### src/rtl/muldiv_pkg.sv
// Shared types and helpers for the multiply/divide sequencer.
package muldiv_pkg;

  typedef enum logic [1:0] {
    IDLE    = 2'd0,
    MUL_RUN = 2'd1,
    DIV_RUN = 2'd2
  } state_t;

  localparam int DIV_ITERS = 32;
  localparam int CNT_W     = 5;

  // Magnitude of v; treated as unsigned when sgn is clear.
  function automatic logic [31:0] abs32(input logic [31:0] v, input logic sgn);
    if (sgn && v[31]) begin
      abs32 = ~v + 32'd1;
    end else begin
      abs32 = v;
    end
  endfunction

endpackage

### src/rtl/muldiv_ctrl_div_step.sv
// One combinational restoring-division iteration: the dividend is shifted out of
// the quotient register MSB-first while quotient bits are shifted in at the LSB.
module div_step (
  input  logic [31:0] rem_i,
  input  logic [31:0] quo_i,
  input  logic [31:0] divisor_i,
  output logic [31:0] rem_o,
  output logic [31:0] quo_o
);

  logic [32:0] shifted_s;

  // Shift in the next dividend bit, then trial-subtract the divisor.
  always_comb begin
    shifted_s = {rem_i, quo_i[31]};
    if (shifted_s >= {1'b0, divisor_i}) begin
      rem_o = shifted_s[31:0] - divisor_i;
      quo_o = {quo_i[30:0], 1'b1};
    end else begin
      rem_o = shifted_s[31:0];
      quo_o = {quo_i[30:0], 1'b0};
    end
  end

endmodule

### src/rtl/muldiv_ctrl.sv
// EX-stage multiply/divide sequencer owning HI/LO; fixed-latency multiply and
// 32-cycle radix-2 restoring divide with pipeline stall generation.
module muldiv_ctrl
  import muldiv_pkg::*;
#(
  parameter int MULT_CYCLES = 4,
  parameter int XLEN        = 32
) (
  input  logic            clk,
  input  logic            rst_n,
  input  logic            start_mult,
  input  logic            start_div,
  input  logic            is_signed,
  input  logic [XLEN-1:0] op_a,
  input  logic [XLEN-1:0] op_b,
  input  logic            mfhi_ex,
  input  logic            mflo_ex,
  input  logic            mthi_wb,
  input  logic            mtlo_wb,
  input  logic [XLEN-1:0] wb_data,
  input  logic            flush,
  output logic            stall,
  output logic            busy,
  output logic            done,
  output logic            div_by_zero,
  output logic [XLEN-1:0] hi,
  output logic [XLEN-1:0] lo
);

  state_t              state_q;
  logic [CNT_W-1:0]    cnt_q;
  logic [2*XLEN-1:0]   prod_q;
  logic [XLEN-1:0]     rem_q, quo_q, dvsr_q, a_q;
  logic                qneg_q, rneg_q, dz_q;
  logic [XLEN-1:0]     hi_q, lo_q;
  logic                done_q, dbz_q;

  logic [XLEN-1:0]     rem_nx_s, quo_nx_s;
  logic [XLEN-1:0]     res_hi_s, res_lo_s;
  logic [2*XLEN-1:0]   ext_a_s, ext_b_s;
  logic                busy_s, fire_s;

  div_step u_div_step (
    .rem_i     (rem_q),
    .quo_i     (quo_q),
    .divisor_i (dvsr_q),
    .rem_o     (rem_nx_s),
    .quo_o     (quo_nx_s)
  );

  assign busy_s = (state_q != IDLE);
  assign fire_s = busy_s && (cnt_q == '0) && !flush;

  // Sign-extend (or zero-extend) operands so a plain 64-bit product is correct.
  always_comb begin
    ext_a_s = {{XLEN{is_signed & op_a[XLEN-1]}}, op_a};
    ext_b_s = {{XLEN{is_signed & op_b[XLEN-1]}}, op_b};
  end

  // Completion value; the divide uses the final step's output with sign fixup.
  always_comb begin
    if (state_q == MUL_RUN) begin
      res_hi_s = prod_q[2*XLEN-1:XLEN];
      res_lo_s = prod_q[XLEN-1:0];
    end else if (dz_q) begin
      res_hi_s = a_q;
      res_lo_s = {XLEN{1'b1}};
    end else begin
      res_lo_s = qneg_q ? (~quo_nx_s + 32'd1) : quo_nx_s;
      res_hi_s = rneg_q ? (~rem_nx_s + 32'd1) : rem_nx_s;
    end
  end

  // Sequencer FSM, operand capture, iteration state and HI/LO ownership.
  always_ff @(posedge clk) begin
    if (!rst_n) begin
      state_q <= IDLE;
      cnt_q   <= '0;
      prod_q  <= '0;
      rem_q   <= '0;
      quo_q   <= '0;
      dvsr_q  <= '0;
      a_q     <= '0;
      qneg_q  <= 1'b0;
      rneg_q  <= 1'b0;
      dz_q    <= 1'b0;
      hi_q    <= '0;
      lo_q    <= '0;
      done_q  <= 1'b0;
      dbz_q   <= 1'b0;
    end else begin
      done_q <= fire_s;
      case (state_q)
        IDLE: begin
          if (!flush && start_mult) begin
            state_q <= MUL_RUN;
            cnt_q   <= CNT_W'(MULT_CYCLES - 1);
            prod_q  <= ext_a_s * ext_b_s;
            dz_q    <= 1'b0;
            dbz_q   <= 1'b0;
          end else if (!flush && start_div) begin
            state_q <= DIV_RUN;
            cnt_q   <= CNT_W'(DIV_ITERS - 1);
            rem_q   <= '0;
            quo_q   <= abs32(op_a, is_signed);
            dvsr_q  <= abs32(op_b, is_signed);
            a_q     <= op_a;
            qneg_q  <= is_signed & (op_a[XLEN-1] ^ op_b[XLEN-1]);
            rneg_q  <= is_signed & op_a[XLEN-1];
            dz_q    <= (op_b == '0);
            dbz_q   <= 1'b0;
          end else begin
            state_q <= IDLE;
          end
        end
        MUL_RUN, DIV_RUN: begin
          if (flush || (cnt_q == '0)) begin
            state_q <= IDLE;
            if (fire_s && (state_q == DIV_RUN) && dz_q) begin
              dbz_q <= 1'b1;
            end
          end else begin
            cnt_q <= cnt_q - 5'd1;
            if (state_q == DIV_RUN) begin
              rem_q <= rem_nx_s;
              quo_q <= quo_nx_s;
            end
          end
        end
        default: begin
          state_q <= IDLE;
        end
      endcase
      // A WB move-to wins its half over a same-edge completion.
      if (mthi_wb) begin
        hi_q <= wb_data;
      end else if (fire_s) begin
        hi_q <= res_hi_s;
      end
      if (mtlo_wb) begin
        lo_q <= wb_data;
      end else if (fire_s) begin
        lo_q <= res_lo_s;
      end
    end
  end

  assign busy        = busy_s;
  assign stall       = busy_s & (start_mult | start_div | mfhi_ex | mflo_ex);
  assign done        = done_q;
  assign div_by_zero = dbz_q;
  assign hi          = hi_q;
  assign lo          = lo_q;

endmodule

### config.mk
export PLATFORM = sky130hd
export DESIGN_NAME = muldiv_ctrl
export DESIGN_NICKNAME = d
export VERILOG_FILES = /design/src/rtl/muldiv_pkg.sv /design/src/rtl/muldiv_ctrl_div_step.sv /design/src/rtl/muldiv_ctrl.sv
export SDC_FILE = /design/constraint.sdc
export NUM_CORES = 2
export LEC_CHECK = 0
export CAP_MARGIN = 5
export CORE_MARGIN = 3
export CORE_UTILIZATION = 60
export DETAILED_ROUTE_END_ITERATION = 7
export PLACE_DENSITY_LB_ADDON = 0.3
export SETUP_SLACK_MARGIN = 0.15
export SLEW_MARGIN = 20
export SYNTH_ARGS = -nofsm -noshare
export SYNTH_HDL_FRONTEND = slang
export SYNTH_SLANG_ARGS = --single-unit
### constraint.sdc
create_clock -name clk -period 21.3 [get_ports clk]
set_clock_uncertainty 0.1 [all_clocks]
set_input_delay 4.26 -clock clk [delete_from_list [all_inputs] [get_ports clk]]
set_output_delay 4.26 -clock clk [all_outputs]
set_load 0.005 [all_outputs]
; After elaboration in Yosys (flattened, before gate mapping)
; Index checks and enable logic that the tools add are counted.
[word_totals]
regBits = 268
inputBits = 106
out_inout_bits = 68
wordCells = 108
[op_classes]
add_sub_neg = 6
n_mul = 1
order_cmp = 1
n_eq_ne = 9
muxes = 39
n_bitwise = 13
n_reduce_logical = 25
[ops]
columns = op, n
row1 = 32-bit 2-to-1 mux, 21
row2 = 32-bit by 1-bit adder with 32-bit output (second input constant), 4
row3 = 32-bit inverter, 4
row4 = 32-bit case mux with 2 select lines, 2
row5 = 33-bit by 33-bit multiplier with 64-bit output, 1
row6 = 33-bit by 32-bit greater-or-equal comparator with 1-bit output, 1
row7 = 32-bit logical NOT, 1
row8 = 32-bit subtractor, 1
row9 = 5-bit 2-to-1 mux, 3
row10 = 2-bit != test (second input constant), 6
row11 = 5-bit case mux with 2 select lines, 1
row12 = 2-bit nonzero test, 5
row13 = 1-bit logical AND, 8
row14 = 1-bit 2-to-1 mux, 7
row15 = 2-bit 2-to-1 mux, 3
row16 = 3-bit AND reduction, 2
row17 = 5-bit logical NOT, 1
row18 = 5-bit AND reduction, 1
row19 = 5-bit by 1-bit subtractor with 5-bit output (second input constant), 1
row20 = 1-bit bitwise AND, 4
row21 = 2-bit case mux with 2 select lines, 1
row22 = 2-bit AND reduction, 2
row23 = 4-bit AND reduction, 1
row24 = 3-bit != test (second input constant), 1
row25 = other kinds (10), 12

; Depth between registers and ports, before layout
[logic_depth]
depth_word = 9
mapped_depth = 34

; Cells and area by module
; From an unflattened synthesis, not the netlist that was laid out.
[hier_totals]
cells_unflattened = 6383
area_unflattened_um2 = 54197.0
[modules_own_cells]
columns = module, instances, cells_each, area_each_um2
row1 = muldiv_ctrl, 1, 6029, 51633.3
row2 = div_step, 1, 354, 2563.7

; Worst setup path after synthesis
; No wires, ideal clock.
[synth_path]
path_type = input -> register
startpoint = in is_signed
endpoint = reg prod_q[60]
arrival_ns = 12.546
required_ns = 21.065
path_slack_ns = 8.519
path_stages = 32
n_path_buf = 5
path_cell_list = clkbuf_1 and2_1 clkbuf_1 clkbuf_1 clkbuf_1 nand2_1 inv_1 fa_1 inv_1 fa_1 inv_1 fa_1 fa_1 fa_1 fa_1 fa_1 inv_1 fa_1 inv_1 ha_1 clkbuf_1 a2111oi_0 o21ai_0 a221o_1 a311oi_1 o21ai_0 a21oi_1 o21ai_0 a221o_1 and3_1 o311ai_0 o41ai_1
[synth_between]
elab_chain_len = 2
elab_cells_between_ends = 3
cone_classes = 1 x mul / 2 x bitwise
[synth_lines]
columns = element, line_no
row1 = start: declaration, muldiv_ctrl.sv:13  ; input logic is_signed,
row2 = "1-bit bitwise AND, on equally long branches", "muldiv_ctrl.sv:56, muldiv_ctrl.sv:57"
row3 = 33-bit by 33-bit multiplier with 64-bit output *, muldiv_ctrl.sv:98  ; prod_q <= ext_a_s * ext_b_s;
row4 = end signal: assignment, muldiv_ctrl.sv:98
row5 = end: declaration, muldiv_ctrl.sv:32  ; logic [2*XLEN-1:0] prod_q;
; Mark *: on every way between the ends. The rest lies on a longest branch, timed or not.
; A chain may end at the register's enable or synchronous reset.

; Worst setup path in the final report
; Ends and elaborated chain as after synthesis.

==> results.yml <==
detailed_routing:
  drtAntennaViolNets: 0
  first_pass_iters: 6
  routed_wl_um: 167600
  drc: 0
  vias_per_cell: 6.051
  wl_per_cell_um: 22.19
  vias: 45690
  dr.first_iter.drc_count: 4325
clock_tree:
  clock-sinks: 268
  postCtsSetupBuffers: 0
  cts_resized: 0
  clkTransAtPathRegs_ps: 70
  tritoncts: "built"
  cts_buffers: 28
  htreeDepth: 1
  insertion_delay_ps: 580
  cts-root-buf: "clkbuf_16"
  clk_path_buf_depth: 3
  cts-hold-fix-buffers: 0
global_routing:
  antenna_found_initial: 4
  overflow: 0
  grt_max_degree: 96
  grt_pass1_vias: 48170
  grt_pass1_wl_um: 268600
  grt_usage_pct: 36.34
final_layout:
  syn_to_final_growth_pct: 6.062
  layout-drive-gt1-share_pct: 3.514
  multi_input_area_mm2: 0.04334
  n_fill_cell: 7637
  register_area_mm2: 0.005365
  final_nets: 7839
floorplan:
  core.rowCount: 110
  coreArea_mm2: 0.09029
  die_area_mm2: 0.09499
  initial_core_util_pct: 60.69
  die_h_um: 308.2
  die_w_um: 308.2
  pin_count: 174
sta:
  fin_setup_tns_ps: 0
  hold_viol: 0
  tightest_slew_ps: 1122
  finalSetupViolCount: 0
  period_needed_ps: 13970
  drv_slew: 0
  grt_setup_unrepaired: "false"
  max-slew-margin-rel_pct: 24.98
  min_period_over_period_pct: 65.59
  max_freq_mhz: 71.58
yosys:
  synth_flop_cell: "dfxtp_1"
  yosysWarnings: 0
  netlist_instances: 6490
  avgSynthCellArea_um2: 8.443
  async_flop_share_pct: 0
  synth.net_count: 7976
  synth-edff-count: 0
  ys_ff_latch: 268
  ys_seq_area_share_pct: 9.791
  syn_area_mm2: 0.05480
  yosysUniqueCellTypes: 100
worst_setup_path:
  cp_max_fo: 20
  cp.arrival_ps: 14330
  cp.depth: 30
  path_class: "in -> reg"
  endpoint_kind: "flip-flop"
  start_kind: "primary input"
  endpoint: "prod_q[60]$_SDFFE_PN0P_"
  r2r-start: "rem_q[26]$_SDFFE_PN0P_"
  max_stage_delay_ps: 760
  crit_family: "adder cells"
  crit_start: "is_signed"
  rr_endpoint: "hi[22]$_SDFFE_PN0P_"
  cp.buffers_inverters: 8
  critPathSlowestCell: "and2_1"
  worst_path_most_repeated_cell: "fa_1"
  reg2reg_slack_ps: 14480
  critPathRequiredTime_ps: 21650
  worst-r2r-cell-count: 17
outcome:
  outcome: "completed"
placed_design:
  gp_congestion: 1.002
  portBuffers: 173
  place_hpwl_um: 126900
flow_run:
  maxCapViolCount: 0
hold_path:
  min_path_type: "reg -> reg"
worst min path at each step:
stage	endpoint	slack, ps	cells after the start	from
6_report	dvsr_q[16]$_SDFFE_PN0P_	350	2	dvsr_q[16]$_SDFFE_PN0P_
5_1_grt	a_q[20]$_SDFFE_PN0P_	370	2	a_q[20]$_SDFFE_PN0P_
4_1_cts	dvsr_q[16]$_SDFFE_PN0P_	350	2	dvsr_q[16]$_SDFFE_PN0P_
3_5_place_dp	dvsr_q[16]$_SDFFE_PN0P_	340	2	dvsr_q[16]$_SDFFE_PN0P_
3_3_place_gp	a_q[12]$_SDFFE_PN0P_	340	2	a_q[12]$_SDFFE_PN0P_
2_1_floorplan	prod_q[11]$_SDFFE_PN0P_	330	2	prod_q[11]$_SDFFE_PN0P_
cell usage in the layout, fill, tap and decap left out, types with 29 or more instances in the layout:
cell type | synthesis | layout
nand3_1 | 75 | 75
clkbuf_16 | 0 | 29
and3_1 | 49 | 49
dfxtp_1 | 268 | 268
fa_1 | 1126 | 1125
nand2_1 | 1113 | 1111
a31oi_1 | 45 | 45
a21oi_1 | 314 | 314
or3_1 | 30 | 29
nand2b_1 | 29 | 29
o21ai_0 | 186 | 186
nor3_1 | 47 | 46
clkdlybuf4s50_1 | 0 | 163
a211oi_1 | 56 | 56
buf_4 | 2 | 104
inv_1 | 1177 | 1176
ha_1 | 254 | 253
nor2_1 | 226 | 226
a21o_1 | 53 | 53
and2_1 | 371 | 370
xnor2_1 | 115 | 115
xor2_1 | 73 | 73
stage by stage:
stage	instances	utilization, %	cell area (µm²)	hold slack, ps	setup WS [ps]
final	7551	64.37	58120	352.5	7330
after global routing	7550	64.37	58120	370.0	6822
after CTS	7550	64.37	58110	353.2	7418
after detailed placement	7499	63.20	57060	344.7	6822
after global placement	7499	63.20	57060	341.3	7102
after floorplan	6490	-	54800	328.7	8519
worst register-to-register path, stage by stage, from the launching register on:
cell	delay, ps
dfxtp_1	360
ha_1	480
nand4_1	430
nor4_2	590
a31oi_1	270
o21a_1	350
nor3_4	270
buf_4	580
mux2i_1	390
ha_1	310
nand2_1	80
or3_1	360
nor4_1	630
a41oi_1	390
a211oi_1	390
o21bai_1	100
a31oi_1	470
o22ai_1	130
sequential cells by signal, indices dropped and copies added, names as in the netlist, 5 cells and up:
signal,count
hi,32
lo,32
quo_q,32
a_q,32
rem_q,32
cnt_q,5
dvsr_q,32
prod_q,64
layer usage:
| layer | track usage, % | share of wire (%) |
|---|---|---|
| met1 | 46.66 | 37 |
| met2 | 59.86 | 47 |
| met3 | 6.812 | 9.6 |
| met4 | 17.17 | 5.7 |
| met5 | 0 | 0.015 |
synth_stat cells (30+ instances only):
cell / number / share of area, %
a211oi_1: 56 / 0.77
xor2_1: 73 / 1.2
and3_1: 49 / 0.56
or3_1: 30 / 0.34
fa_1: 1126 / 41
o21ai_0: 186 / 1.7
and2_1: 371 / 4.2
buf_1: 45 / 0.31
nand3_1: 75 / 0.68
nor2_1: 226 / 1.5
nand2_1: 1113 / 7.6
inv_1: 1177 / 8.1
xnor2_1: 115 / 1.8
a31oi_1: 45 / 0.51
nor3_1: 47 / 0.43
a21oi_1: 314 / 2.9
ha_1: 254 / 5.8
dfxtp_1: 268 / 9.8
clkbuf_1: 382 / 2.6
a21o_1: 53 / 0.73
cell families (layout without fill, tap and decap cells):
| group | after synthesis | count (layout) | share of synthesized area (%) |
|---|---|---|---|
| AO/OA/AOI/OAI | 940 | 940 | 11.07 |
| other | 0 | 1 | 0 |
| adder cells (fa/ha/maj) | 1380 | 1380 | 46.94 |
| multiplexers | 34 | 34 | 0.6804 |
| buffers and inverters | 1623 | 1507 | 11.19 |
| AND/OR/NAND/NOR | 2057 | 2057 | 17.33 |
| XOR/XNOR | 188 | 188 | 3.005 |
| flip-flops | 268 | 268 | 9.791 |
layout make-up:
class                           count  area share [%]
Multi-Input combinational cell   4599           74.57
Sequential cell                   268           9.231
Inverter                         1179           7.623
Timing Repair Buffer              277           4.237
Tap cell                         1176           2.532
Clock buffer                       40           1.406
Clock inverter                     11          0.4004
Antenna cell                        1        0.004306
Power is not shown: default switching activity piles up to over one toggle a cycle in this logic, so the estimate is an artifact.
